`config.mk`:
```
export PLATFORM = sky130hd
export DESIGN_NAME = async_fifo_flat
export DESIGN_NICKNAME = d
export VERILOG_FILES = /design/src/rtl/async_fifo_if.sv /design/src/rtl/async_fifo.sv /design/src/flat_wrapper.sv
export SDC_FILE = /design/constraint.sdc
export NUM_CORES = 2
export LEC_CHECK = 0
export BUFFER_PORTS_ARGS = -buffer_cell sky130_fd_sc_hd__buf_2
export CAP_MARGIN = 10
export CORE_ASPECT_RATIO = 1.4
export CORE_MARGIN = 2
export CORE_UTILIZATION = 33
export DETAILED_ROUTE_END_ITERATION = 7
export MAX_ROUTING_LAYER = met4
export PLACE_DENSITY_LB_ADDON = 0.2
export SYNTH_ARGS = -nofsm -noshare
export SYNTH_HDL_FRONTEND = slang
export SYNTH_SLANG_ARGS = --single-unit
```
`constraint.sdc`:
```
create_clock -name clk -period 7.37 [get_ports clk]
set_clock_uncertainty 0.1 [all_clocks]
set_input_delay 1.474 -clock clk [delete_from_list [all_inputs] [get_ports clk]]
set_output_delay 1.474 -clock clk [all_outputs]
set_load 0.05 [all_outputs]
```
`src/rtl/async_fifo_if.sv`:
```
`default_nettype none
// ============================================================================
//  Module      : async_fifo_if
//  Description : Producer/consumer bundle for the async_fifo elastic buffer.
//                master modport : data source/sink side (drives requests).
//                slave  modport : FIFO side (drives status and head word).
//  Signals     : w_data  - write word            (master -> slave)
//                w_inc   - write request         (master -> slave)
//                w_full  - FIFO full flag        (slave  -> master)
//                r_inc   - read (pop) request    (master -> slave)
//                r_data  - head-of-queue word    (slave  -> master)
//                r_empty - FIFO empty flag       (slave  -> master)
//  Revision    : 1.0 - initial release
// ============================================================================
interface async_fifo_if #(
    parameter int DATA_SIZE = 8,
    parameter int ADDR_SIZE = 8
);
    logic [DATA_SIZE-1:0] w_data;
    logic                 w_inc;
    logic                 w_full;
    logic                 r_inc;
    logic [DATA_SIZE-1:0] r_data;
    logic                 r_empty;

    modport master (
        output w_data,
        output w_inc,
        input  w_full,
        output r_inc,
        input  r_data,
        input  r_empty
    );

    modport slave (
        input  w_data,
        input  w_inc,
        output w_full,
        input  r_inc,
        output r_data,
        output r_empty
    );
endinterface
`default_nettype wire

```
`src/rtl/async_fifo.sv`:
```
`default_nettype none
// ============================================================================
//  Module      : async_fifo
//  Description : Single-clock first-word-fall-through FIFO holding up to
//                2^ADDR_SIZE words of DATA_SIZE bits. The head word is always
//                visible on r_data (0 while empty).
//  Ports       : clk  - clock, all state updates on rising edge
//                rst  - asynchronous active-high reset of the pointers
//                bus  - async_fifo_if.slave (w_data, w_inc, w_full,
//                       r_inc, r_data, r_empty)
//  Revision    : 1.0 - initial release
// ============================================================================
module async_fifo #(
    parameter int DATA_SIZE = 8,
    parameter int ADDR_SIZE = 8
) (
    input  wire             clk,
    input  wire             rst,
    async_fifo_if.slave     bus
);
    localparam int                 c_depth   = 1 << ADDR_SIZE;
    localparam logic [ADDR_SIZE:0] c_ptr_one = {{ADDR_SIZE{1'b0}}, 1'b1};

    // Storage is deliberately not reset: the pointers alone define validity.
    logic [DATA_SIZE-1:0] mem_q [c_depth];

    // One extra MSB on each pointer distinguishes full from empty when the
    // low (address) bits coincide.
    logic [ADDR_SIZE:0]   wptr_q, wptr_d;
    logic [ADDR_SIZE:0]   rptr_q, rptr_d;

    logic                 w_empty;
    logic                 w_full;
    logic                 w_we;
    logic                 w_re;

    // Flags come from registered pointers only, so there is no path from the
    // request inputs to any output.
    assign w_empty = (wptr_q == rptr_q);
    assign w_full  = (wptr_q[ADDR_SIZE] != rptr_q[ADDR_SIZE]) &&
                     (wptr_q[ADDR_SIZE-1:0] == rptr_q[ADDR_SIZE-1:0]);

    // Qualifying against the pre-edge flags gives the required behaviour for
    // simultaneous requests: write wins when empty, read wins when full.
    assign w_we = bus.w_inc && !w_full;
    assign w_re = bus.r_inc && !w_empty;

    always_comb begin
        wptr_d = wptr_q;
        rptr_d = rptr_q;
        if (w_we) begin
            wptr_d = wptr_q + c_ptr_one;
        end
        if (w_re) begin
            rptr_d = rptr_q + c_ptr_one;
        end
    end

    always_ff @(posedge clk or posedge rst) begin
        if (rst) begin
            wptr_q <= '0;
            rptr_q <= '0;
        end else begin
            wptr_q <= wptr_d;
            rptr_q <= rptr_d;
        end
    end

    // A write landing in memory while rst is high is harmless: the pointers
    // are held at zero, so the slot reads as empty and is overwritten by the
    // first real write after release.
    always_ff @(posedge clk) begin
        if (w_we) begin
            mem_q[wptr_q[ADDR_SIZE-1:0]] <= bus.w_data;
        end
    end

    assign bus.w_full  = w_full;
    assign bus.r_empty = w_empty;
    assign bus.r_data  = w_empty ? '0 : mem_q[rptr_q[ADDR_SIZE-1:0]];

endmodule
`default_nettype wire

```
`src/flat_wrapper.sv`:
```
// flat-port wrapper written by rule: the top's interface ports become plain ports
module async_fifo_flat 
#(
    parameter int DATA_SIZE = 8,
    parameter int ADDR_SIZE = 8
)
  (clk, rst, bus_w_data, bus_w_inc, bus_w_full, bus_r_inc, bus_r_data, bus_r_empty);
  async_fifo_if #(.DATA_SIZE(DATA_SIZE), .ADDR_SIZE(ADDR_SIZE)) bus_i ();
  input  wire clk;
  input  wire rst;
  input wire logic [$bits(bus_i.w_data)-1:0] bus_w_data;
  input wire logic [$bits(bus_i.w_inc)-1:0] bus_w_inc;
  output wire logic [$bits(bus_i.w_full)-1:0] bus_w_full;
  input wire logic [$bits(bus_i.r_inc)-1:0] bus_r_inc;
  output wire logic [$bits(bus_i.r_data)-1:0] bus_r_data;
  output wire logic [$bits(bus_i.r_empty)-1:0] bus_r_empty;
  assign bus_i.w_data = bus_w_data;
  assign bus_i.w_inc = bus_w_inc;
  assign bus_w_full = bus_i.w_full;
  assign bus_i.r_inc = bus_r_inc;
  assign bus_r_data = bus_i.r_data;
  assign bus_r_empty = bus_i.r_empty;
  async_fifo #(.DATA_SIZE(DATA_SIZE), .ADDR_SIZE(ADDR_SIZE)) u_core (.clk(clk), .rst(rst), .bus(bus_i));
endmodule
```
==> results_dict.tcl <==
set metrics [dict create \
    cts.reportedPaths.clkPinSlew_ns 0.07 \
    worst_setup_path_end_kind "output port" \
    wl_per_cell_um 30.7 \
    period_needed_ns 7.13 \
    max-slew-margin-rel 0.176 \
    comb_power_share 0.309 \
    arrival_ns 5.55 \
    utilization 0.377 \
    syn-cell-area_um2 81400 \
    cts-root-buf "clkbuf_16" \
    p_leak_nw 29.0 \
    clockBufferDepth 4 \
    hp-class "flip-flop to flip-flop" \
    syn_area_per_cell_um2 19.1 \
    tns_ns 0 \
    ys.warnings.count 0 \
    finalHoldViolCount 0 \
    sequentialPowerShare 0.392 \
    grt_max_degree 181 \
    synth.most_common_cell "edfxtp_1" \
    start_util 0.332 \
    drv_slew 0 \
    cap_violations 0 \
    synth_edf_count 2048 \
    core_um2 245000 \
    cts.sinks 2066 \
    rsz0062_at_grt "false" \
    die_x_um 424 \
    clkPwrFrac 0.298 \
    fin_nets 4429 \
    whs_ns 0.398 \
    synth_seq_area_share 0.761 \
    grt_pass1_wl_um 338000 \
    drive_gt1_frac 0.190 \
    synth_common_cells "edfxtp_1, mux2i_1, nor2_1" \
    grt_pass1_vias 43000 \
    setup_viol 0 \
    crit_fanout 76 \
    antenna_found_initial 8 \
    switching_power_w 0.0115 \
    dp_hpwl_um 150000 \
    ys_seq_elements 2066 \
    die_h_um 592 \
    setup_slack_ns 0.243 \
    intPower_w 0.0225 \
    cts_max_level 4 \
    cts_setup_buffers 0 \
    ys.flop_type "edfxtp_1" \
    drt_iter0_markers 3760 \
    preCtsSetupSlack_ns 0.891 \
    dieArea_um2 251000 \
    fin_crit_sh 0.967 \
    cp.required_ns 5.80 \
    yosys.area.top_type "edfxtp_1" \
    worst_pin_slew_ns 1.22 \
    critPathLaunchType "flip-flop" \
    async_flop_share 0.00871 \
    crit_type "flip-flop to output port" \
    status "completed" \
    clk_latency_ns 0.90 \
    ant_nets 0 \
    cts_tree "done" \
    area_growth_pct 13.4 \
    grt_usage 0.195 \
    powerDensity_nw_per_um2 368 \
    port_buffers 21 \
    yosysUniqueCellTypes 66 \
    reg2reg_slack_ns 1.39 \
    avgViaCountPerCell 5.33 \
    gp_congestion 0.846 \
    synth_top_area_frac 0.756 \
    overflow 0 \
    fmax_mhz 140 \
    wirelength_um 240000 \
    ios 22 \
    drc 0 \
    syn_inst 4258 \
    rows 215 \
    ir_drop_mv 0.263 \
    synthesis.nets 4275 \
    first_pass_iters 5 \
    sw_frac_of_total 0.339 \
    yosys-top-cells-area "edfxtp_1, mux4_2, mux2i_1" \
    numCtsBuffers 200 \
    vias 41800 \
]
[cells by family (layout without fill, tap and decap cells)]
family                   Yosys count  count (layout)  share of synthesized area
XOR/XNOR                          25              25                    0.00269
flip-flops                      2066            2066                      0.761
buffers and inverters            278             588                     0.0195
AO/OA/AOI/OAI                    496             496                     0.0430
adder cells (fa/ha/maj)            5               5                   0.000769
AND/OR/NAND/NOR                  656             656                     0.0355
multiplexers                     732             732                      0.137
other                              0               4                          0
[worst paths after layout]
kind                             startpoint                  end  cells past startpoint
min                        u_core.wptr_q[8]     u_core.wptr_q[8]                      1
max in group asynchronous               rst     u_core.rptr_q[3]                      2
min reg2reg                u_core.wptr_q[8]     u_core.wptr_q[8]                      1
max                        u_core.rptr_q[0]        bus_r_data[5]                     11
max reg2reg                u_core.rptr_q[0]  u_core.mem_q[52][0]                      9
min in group asynchronous               rst     u_core.wptr_q[1]                      2
[flip-flops by register name, summed over array words and instances (netlist names)]
name	flops
u_core.mem_q	2048
u_core.rptr_q	9
u_core.wptr_q	9
[timing repair]
| item | 4_1_cts | 5_1_grt |
|---|---|---|
| hold buffers | 0 | 0 |
| endpoints found under the setup margin | 1 | 0 |
| gates resized for setup | 1 | 0 |
[layer usage]
metal	track usage	share of wire	wire length, um	up-vias
met2	0.344	0.53	127000	1118
met4	0.0567	0.030	7190	0
li1	-	-	-	17700
met3	0.0213	0.041	9780	339
met5	-	0	0	-
met1	0.235	0.40	96000	22600
[cell type report]
cell class / instances / area, um^2
flip-flops and latches: 2066 / 62000
clock inverters: 111 / 987
fillers: 22400 / 153000
repair buffers: 220 / 1950
diodes: 4 / 10.0
clock buffers: 247 / 5280
multi-input cells: 1914 / 18000
well taps: 3255 / 4070
inverters: 10 / 42.5
[per-stage QoR]
| step | area (um^2) | power [W] | instances |
|---|---|---|---|
| 6_report | 92300 | 0.0340 | 7827 |
| 5_1_grt | 92300 | 0.0350 | 7825 |
| 4_1_cts | 92300 | 0.0343 | 7823 |
| 3_5_place_dp | 86100 | 0.0242 | 7465 |
| 3_3_place_gp | 86000 | 0.0242 | 7460 |
| 2_1_floorplan | 81400 | 0.0199 | 4258 |
[worst max-delay path: stages, from the launching register on]
cell,delay (ns)
dfrtp_4,0.95
buf_4,0.39
buf_12,0.48
mux2i_1,0.25
o221ai_1,0.47
nor3_1,0.11
nor4_1,0.45
a31oi_1,0.26
a31oi_1,0.38
nor4b_2,0.29
buf_4,0.22
buf_2,0.29
[cell usage in the layout (no fill, tap or decap), drive strengths merged, types with 10 or more instances in the layout]
master / instances
bufinv: 17
dfrtp: 18
a211oi: 29
xnor2: 15
o31ai: 16
nor2b: 22
edfxtp: 2048
nand3: 57
a22oi: 81
clkinv: 87
o21ai: 59
a31oi: 17
mux2i: 399
mux2: 28
mux4: 305
clkbuf: 247
inv: 13
o22ai: 55
nor2: 356
nor4: 29
o221ai: 81
a221oi: 19
a21oi: 81
buf: 220
xor2: 10
nand2: 93
nor3: 51
[power groups by stage]
stage | logic, W | registers [W] | clock network (W)
5_1_grt | 0.0110 | 0.0133 | 0.0107
6_report | 0.0105 | 0.0133 | 0.0101
2_1_floorplan | 0.00651 | 0.0133 | 0
3_3_place_gp | 0.0106 | 0.0136 | 0
4_1_cts | 0.0106 | 0.0133 | 0.0103
3_5_place_dp | 0.0106 | 0.0136 | 0
Power figures use the tool's default switching activity.
